## src/rtl/mips_cpu_pkg.sv

```systemverilog
// Shared register-file constants and destination-select types for the MIPS decode/writeback path.
package mips_cpu_pkg;

   localparam logic [4:0] REG_ZERO = 5'd0;
   localparam logic [4:0] REG_RA   = 5'd31;

   // DEST_LINK stands for 2'b1x: select[1] alone decides the link case
   typedef enum logic [1:0] {
      DEST_RT   = 2'b00,
      DEST_RD   = 2'b01,
      DEST_LINK = 2'b10
   } dest_sel_t;

   typedef struct packed {
      logic       valid;
      logic [4:0] addr;
   } dest_entry_t;

endpackage

```

## src/rtl/mips_cpu_dest_match.sv

```systemverilog
// Compares one source register against the in-flight destination vector (stage 0 = youngest).
// With MIPS_CPU_DEST_FWD_EN defined it also returns the youngest-match forwarding index.
module mips_cpu_dest_match
   import mips_cpu_pkg::*;
#(
   parameter int ADDR_W = 5,
   parameter int STAGES = 3
) (
   input  logic [ADDR_W-1:0]        i_src,
   input  logic [STAGES-1:0]        i_valid,
   input  logic [STAGES*ADDR_W-1:0] i_addr,
   output logic                     o_hit
`ifdef MIPS_CPU_DEST_FWD_EN
   ,output logic [$clog2(STAGES+1)-1:0] o_sel
`endif
);

   localparam int CNT_W = $clog2(STAGES + 1);

   logic w_src_nz;

   assign w_src_nz = (i_src != ADDR_W'(REG_ZERO));

   // The final stage is left out: the register file writes before it is read
   always_comb begin
      o_hit = 1'b0;
      for (int unsigned k = 0; k + 1 < STAGES; k++) begin
         if (i_valid[k] && (i_addr[k*ADDR_W +: ADDR_W] == i_src)) begin
            o_hit = 1'b1;
         end
      end
      o_hit = o_hit & w_src_nz;
   end

`ifdef MIPS_CPU_DEST_FWD_EN
   // Scan oldest to youngest so the youngest match is the one left standing
   always_comb begin
      o_sel = '0;
      for (int unsigned k = STAGES; k > 0; k--) begin
         if (w_src_nz && i_valid[k-1] && (i_addr[(k-1)*ADDR_W +: ADDR_W] == i_src)) begin
            o_sel = CNT_W'(k);
         end
      end
   end
`endif

endmodule

```

## src/rtl/mips_cpu_dest_pipe.sv

```systemverilog
// Destination register select plus valid/address pipeline to writeback, with RAW hazard detect.
// Optional forwarding-select outputs are enabled by defining MIPS_CPU_DEST_FWD_EN.
module mips_cpu_dest_pipe
   import mips_cpu_pkg::*;
#(
   parameter int ADDR_W   = 5,
   parameter int STAGES   = 3,
   parameter int LINK_REG = 31
) (
   input  logic                         clk,
   input  logic                         rst_n,
   input  logic [ADDR_W-1:0]            rt,
   input  logic [ADDR_W-1:0]            rd,
   input  logic [1:0]                   select,
   input  logic                         issue_valid,
   input  logic                         reg_write,
   input  logic                         stall,
   input  logic                         flush,
   input  logic [ADDR_W-1:0]            rs_src,
   input  logic [ADDR_W-1:0]            rt_src,
   output logic                         wb_valid,
   output logic [ADDR_W-1:0]            wb_addr,
   output logic                         hazard_rs,
   output logic                         hazard_rt,
   output logic [$clog2(STAGES+1)-1:0]  inflight_count
`ifdef MIPS_CPU_DEST_FWD_EN
   ,output logic [$clog2(STAGES+1)-1:0] fwd_rs_sel,
   output logic [$clog2(STAGES+1)-1:0]  fwd_rt_sel
`endif
);

   localparam int CNT_W = $clog2(STAGES + 1);

   // Width-parametrised counterpart of dest_entry_t
   typedef struct packed {
      logic              valid;
      logic [ADDR_W-1:0] addr;
   } stage_t;

   stage_t                    r_stage [STAGES];
   stage_t                    w_entry;
   logic [ADDR_W-1:0]         w_dest;
   logic [STAGES-1:0]         w_valid_vec;
   logic [STAGES*ADDR_W-1:0]  w_addr_vec;
   logic [CNT_W-1:0]          w_count;

   always_comb begin
      w_dest = rt;
      if (select[1]) begin
         w_dest = ADDR_W'(LINK_REG);
      end else if (dest_sel_t'(select) == DEST_RD) begin
         w_dest = rd;
      end
   end

   assign w_entry.valid = issue_valid & reg_write & (w_dest != ADDR_W'(REG_ZERO));
   assign w_entry.addr  = w_dest;

   always_ff @(posedge clk or negedge rst_n) begin
      if (!rst_n) begin
         for (int unsigned k = 0; k < STAGES; k++) begin
            r_stage[k] <= '0;
         end
      end else if (flush) begin
         for (int unsigned k = 0; k < STAGES; k++) begin
            r_stage[k].valid <= 1'b0;
         end
      end else if (!stall) begin
         for (int unsigned k = STAGES - 1; k > 0; k--) begin
            r_stage[k] <= r_stage[k-1];
         end
         r_stage[0] <= w_entry;
      end
   end

   always_comb begin
      w_valid_vec = '0;
      w_addr_vec  = '0;
      w_count     = '0;
      for (int unsigned k = 0; k < STAGES; k++) begin
         w_valid_vec[k]                  = r_stage[k].valid;
         w_addr_vec[k*ADDR_W +: ADDR_W]  = r_stage[k].addr;
         w_count                         = w_count + CNT_W'(r_stage[k].valid);
      end
   end

   assign wb_valid       = r_stage[STAGES-1].valid;
   assign wb_addr        = r_stage[STAGES-1].addr;
   assign inflight_count = w_count;

   mips_cpu_dest_match #(
      .ADDR_W (ADDR_W),
      .STAGES (STAGES)
   ) u_match_rs (
      .i_src   (rs_src),
      .i_valid (w_valid_vec),
      .i_addr  (w_addr_vec),
      .o_hit   (hazard_rs)
`ifdef MIPS_CPU_DEST_FWD_EN
      ,.o_sel  (fwd_rs_sel)
`endif
   );

   mips_cpu_dest_match #(
      .ADDR_W (ADDR_W),
      .STAGES (STAGES)
   ) u_match_rt (
      .i_src   (rt_src),
      .i_valid (w_valid_vec),
      .i_addr  (w_addr_vec),
      .o_hit   (hazard_rt)
`ifdef MIPS_CPU_DEST_FWD_EN
      ,.o_sel  (fwd_rt_sel)
`endif
   );

endmodule

```

## config.mk

```make
export PLATFORM = sky130hd
export DESIGN_NAME = mips_cpu_dest_pipe
export DESIGN_NICKNAME = d
export VERILOG_FILES = /design/src/rtl/mips_cpu_pkg.sv /design/src/rtl/mips_cpu_dest_match.sv /design/src/rtl/mips_cpu_dest_pipe.sv
export SDC_FILE = /design/constraint.sdc
export NUM_CORES = 1
export LEC_CHECK = 0
export CAP_MARGIN = 30
export CORE_MARGIN = 2
export CORE_UTILIZATION = 46
export CTS_BUF_LIST = sky130_fd_sc_hd__clkbuf_4 sky130_fd_sc_hd__clkbuf_8
export DETAILED_ROUTE_END_ITERATION = 6
export PLACE_DENSITY = 0.86
export RECOVER_POWER = 50
export SETUP_SLACK_MARGIN = 0.15
export SYNTH_ARGS = -nofsm -noshare
export SYNTH_HDL_FRONTEND = slang
export SYNTH_SLANG_ARGS = --single-unit
```

## constraint.sdc

```tcl
create_clock -name clk -period 1.9 [get_ports clk]
set_input_delay 0.475 -clock clk [delete_from_list [all_inputs] [get_ports clk]]
set_output_delay 0.475 -clock clk [all_outputs]
set_load 0.02 [all_outputs]
```

==> reports/results.ini <==
[hold_path]
min_path_cells=1
min_to=wb_addr[4]$_DFFE_PN0P_
min-delay-start=wb_addr[4]$_DFFE_PN0P_
min_path_type=flop to flop

[grt]
first_global_vias=983
grt_use_total=0.202
grt_overflow_total=0
grt_max_degree=22
grt_pass1_wl_mm=4.08
antenna_found_initial=0

[cts]
cts_buffers=3
clk_pin_slew_ns=0.09
ctsRootBufferMaster=clkbuf_4
cts_tree=done
max-clock-path-buffers=2
htree_levels=1
numClockSinks=18
clk-insertion-delay-late_ns=0.28

[timing]
max_freq_ghz=0.479
finalHoldViolCount=0
period_needed_ns=2.09
setup_viol=2
max_slew.worst_pin.slew_ns=0.944
worst_hold_slack_ns=0.515
drv_slew=0
slew_headroom=0.371
setup_ws_ns=-0.186
finalClockSkew_ns=0.000588
rsz0062_at_grt=yes
finalCritPeriodShare=1.10

[layout]
seq_area_um2=452
diodes=0
layout-drive-gt1-share=0.276
area_delta_synth_final_pct=46.8
final_area_um2=1620
multi_input_area_um2=602
fillers=174
nets=187

[pwr]
p_switching_w=0.000337
powerDensity_nw_per_um2=675
seq_power_share=0.467
ir_worst_vdd_v=0.000423
p_comb_frac=0.370
clkPwrFrac=0.163
swShare=0.308
p_leak_nw=0.665
p_int_w=0.000757

[logic_synthesis]
synth_mux_area_frac=0.130
syn_nets=132
synth_seq_cells=18
yosysMostFrequentCell=dfrtp_1
synthAdderAreaFrac=0.0181
synth.area.top_cells=dfrtp_1 (41%), xor2_1 (13%), mux2_2 (11%)
yosys-top-cells-count=dfrtp_1 (18), xor2_1 (16), mux2_2 (11), nor2_1 (11), a21oi_1 (7)
syn_area_per_cell_um2=10.7
synth-edff-count=0
yosysTopAreaCellShare=0.408
synth_top_area_cell=dfrtp_1
synthArstFlopShare=1.00
netlist_area_um2=1100
ys_seq_area_frac=0.408
synth-simple-area-share=0.163
synth_top_family_by_area=simple AND/OR/NAND/NOR gates
synthDistinctLibCells=20
synthesis.instances=103
synth_compound_area_frac=0.0658
synth_flop_cell=dfrtp_1
ys_warn_count=0
synth-xor-area-share=0.159

[route]
dr.pass1.iters=4
drc=0
vias=963
routed_wl_mm=2.51
ant_nets=0
avgRoutedWirePerCell_um=13.6
detail_route.vias_per_cell=5.23
dr.first_iter.drc_count=14

[setup_path]
crit_path_start_kind=input pin
r2r_end=r_stage[8]$_DFFE_PN0P_
worstRegToRegCells=3
r2r_slack_ns=0.82
r2r-start=r_stage[14]$_DFFE_PN0P_
cp-end-kind=output pin
required_ns=1.42
cp.arrival_ns=1.61
crit_fanout=3
crit_type=input pin to output pin

[flow_run]
cap_violations=0

[placed_design]
dpl_cell_area_um2=1590
dp_hpwl_mm=2.07
dpl_worst_slack_ns=-0.874
routabilityCongestion=0.945
portBuffers=37

[floorplan]
die_h_um=53.0
core-area_um2=2230
start_util=0.494
rows=17
dieArea_um2=2810
die_w_um=53.0
io-pin-count=38

[status]
status=finished, violations left
failed_checks=setup timing

-- kinds of logic after synthesis --
family,after synthesis
flops,18
mux,13
xor+xnor,20
fa+ha+maj,1
compound gates,12
simple gates,31
buf+inv,8
-- layout make-up --
type,instances,share of cell area
Sequential cell,18,0.279
Multi-Input combinational cell,77,0.371
Timing Repair Buffer,58,0.314
Tap cell,28,0.0216
Clock buffer,3,0.0139
-- what timing repair did --
item,CTS,global route
setup endpoints to repair,5,8
hold buffers,0,0
setup buffers,1,2
pin swaps,14,8
resized for setup,38,9
-- worst max-delay path, stage by stage --
cell and delay (ns):
dlygate4sd2_1 0.26, xor2_1 0.15, nor4_1 0.30, nand3_1 0.13, a21oi_2 0.17, buf_6 0.13
-- flip-flops by register name, indices dropped and copies added, names as in the netlist --
signal    flops
wb_valid      1
r_stage      12
wb_addr       5
-- worst max-delay path by stage --
stage | from | endpoint | slack (ns) | cells past startpoint
after floorplan | rs_src[0] | hazard_rs | 0.17 | 4
after global placement | rt_src[4] | hazard_rt | -0.83 | 6
after detailed placement | rt_src[1] | hazard_rt | -0.87 | 6
after CTS | r_stage[8]$_DFFE_PN0P_ | hazard_rt | -0.18 | 5
after global routing | r_stage[9]$_DFFE_PN0P_ | hazard_rs | -0.29 | 5
final | rt_src[1] | hazard_rt | -0.19 | 6
-- through the flow --
step / cells / util / power [W] / setup TNS [ns]
4_1_cts: 182 / 0.720 / 0.00112 / -0.362
6_report: 184 / 0.725 / 0.00109 / -0.357
2_1_floorplan: 103 / - / 0.000748 / 0
3_3_place_gp: 178 / 0.712 / 0.000922 / -1.74
3_5_place_dp: 178 / 0.712 / 0.000937 / -1.83
5_1_grt: 184 / 0.725 / 0.00116 / -0.537
-- power by group through the flow --
stage	combinational (W)	clock, W	sequential [W]
finish	0.000404	0.000178	0.000511
global route	0.000441	0.000201	0.000520
global placement	0.000406	0	0.000516
CTS	0.000418	0.000188	0.000512
detailed placement	0.000417	0	0.000520
floorplan	0.000241	0	0.000507
-- layer usage --
metal  track usage  wire (um)  vias up
li1              -          -      467
met4        0.0684         30        0
met2         0.373       1310       32
met5             0          0        -
met3        0.0395        119        4
met1         0.228       1050      460
-- placed cells by master (no fill, tap or decap), types with 2 or more instances in the layout --
cell type	n
mux2i_1	2
mux2_2	11
buf_4	20
a211oi_1	4
and2b_1	4
nand3_1	5
dlygate4sd3_1	2
xor2_1	16
a21oi_2	2
xnor2_1	4
nor4_1	5
nor2_1	11
clkdlybuf4s50_1	16
buf_6	3
clkdlybuf4s15_1	5
a21oi_1	5
dlygate4sd2_1	5
dfrtp_1	17
clkbuf_1	4
dlymetal6s2s_1	2
clkbuf_4	3
or4_1	3
No activity file was read; power rests on OpenSTA's default activity.
==> variant (same flow settings) <==
`STAGES` is set to 3 in 2 places; all go to 5.
--- a/src/rtl/mips_cpu_dest_match.sv
+++ b/src/rtl/mips_cpu_dest_match.sv
@@ -4,7 +4,7 @@
    import mips_cpu_pkg::*;
 #(
    parameter int ADDR_W = 5,
-   parameter int STAGES = 3
+   parameter int STAGES = 5
 ) (
    input  logic [ADDR_W-1:0]        i_src,
    input  logic [STAGES-1:0]        i_valid,
--- a/src/rtl/mips_cpu_dest_pipe.sv
+++ b/src/rtl/mips_cpu_dest_pipe.sv
@@ -4,7 +4,7 @@
    import mips_cpu_pkg::*;
 #(
    parameter int ADDR_W   = 5,
-   parameter int STAGES   = 3,
+   parameter int STAGES   = 5,
    parameter int LINK_REG = 31
 ) (
    input  logic                         clk,
Ports: changed (resized inflight_count); port bits go from 38 to 39. No check against the original RTL was run, so the function may have changed too.
==> variant against the unedited design <==
The run still ends with setup timing left; sequential cell count grew 12; clock power grew to 3.0 times the old value; count of clock-buffer cells in the layout increased by 4; global-route usage increased by 1.5 points; total power is 120% higher; area after synthesis up 67%; combinational power rose by 130%; routed wire length increased by 86%; worst setup slack worse by 0.33 ns; final area rose by 66%; largest power group unchanged.
==> variant: results (changes against the unedited design) <==
metric,value,unit,change
synth_area_leaders,"dfrtp_1 41%, xor2_1 15%, mux2_2 12%",,
crit_start,r_stage[23],,
synth_compound_area_share,3.254,%,-3.3 points
peakVddDrop,685.4,uV,+62%
status,"complete, but fails checks",,
crit_fanout,2,,-1
clockRootBuffer,clkbuf_8,,
power_combinational,0.941,mW,+130%
r2r_end,r_stage[18],,
fin_cells,284,,+54%
synth_cell_types,26,,+30%
vias,1489,,+55%
violations,setup timing,,
r2r_start,r_stage[24],,
rrSetupSlack,0.79,ns,-0.03 ns
setup_viol,5,,+3
combPwrFrac,38.8,%,+1.8 points
worst_pin_slew,0.7375,ns,-0.2061 ns
critPathCapture,inflight_count[1],,
avgSynthCellArea,10.99,um2,+2.5%
largest_reg_flops,24,,+12
grt_max_degree,31,,+41%
ys_seq_area_share,40.68,%,-0.14 points
dp.cells,269,,+51%
gp_congestion,0.9449,,about the same
dpl_cell_area,2457,um2,+55%
hold_class,flop to flop,,
yosys.area_share.adder,2.847,%,+1.0 points
tns,-1.915,ns,-1.558 ns
synth_common_cells,"32 x xor2_1, 30 x dfrtp_1, 20 x mux2_2",,
syn2layout_area_growth,45.63,%,
final_layout_size_suffix_gt1_share,41.88,%,+14 points
whs,0.5069,ns,-0.008400 ns
cts_resized,56,,+47%
reg2reg_depth,3,,unchanged
syn_nets,199,,+51%
h-tree-depth,2,,+1
wirelength,4654,um,+86%
nFillCells,287,,+65%
drtIter0Drc,59,,+45
p_switching,0.7900,mW,+130%
fin_ws,-0.5160,ns,-0.3298 ns
antennaDiodeCount,0,,unchanged
post-cts-setup-buffers,2,,+1
finClkSkew,0.003626,ns,+0.003038 ns
pre_cts_slack,-1.149,ns,-0.2753 ns
nets,264,,+41%
clk_pin_slew_worst_paths,0.06,ns,-0.03 ns
seqPwrFrac,39.0,%,-7.7 points
power_leakage,1.131,nW,+70%
grt_pass1_wl,7113,um,+74%
cts_buffers,5,,+2
io_buffers,38,,+2.7%
dpl.hpwl,3269,um,+58%
synthXorXnorAreaFrac,18.98,%,+3.1 points
synth.area.mux_share,17.08,%,+4.0 points
[variant: cell types whose count changed after synthesis, sizes merged, moves of 3 or more]
| cell | delta |
|---|---|
| and2b | -4 |
| xor2 | +16 |
| clkbuf | +10 |
| mux2i | +7 |
| xnor2 | +4 |
| nand3 | +3 |
| dfrtp | +12 |
| a211oi | -4 |
| mux2 | +9 |
[variant: final cells by class]
type	count	share of cell area, %
flip-flops and latches	30	28.03
clock inverters	1	0.1862
clock buffers	7	3.352
multi-input cells	118	40.08
well taps	50	2.328
repair buffers	78	26.02
[variant: layer usage]
| layer | vias up | wire, um | GRT usage [%] |
|---|---|---|---|
| li1 | 699 | - | - |
| met1 | 756 | 1942 | 25.61 |
| met2 | 23 | 2470 | 37.87 |
| met3 | 11 | 113 | 4.333 |
| met4 | 0 | 128 | 9.694 |
| met5 | - | 0 | 0 |
[variant: critical path, stage by stage, from the launching register on]
cell     delay (ns)
dfrtp_1        0.41
fa_1           0.50
fa_2           0.37
ha_4           0.28
buf_6          0.11
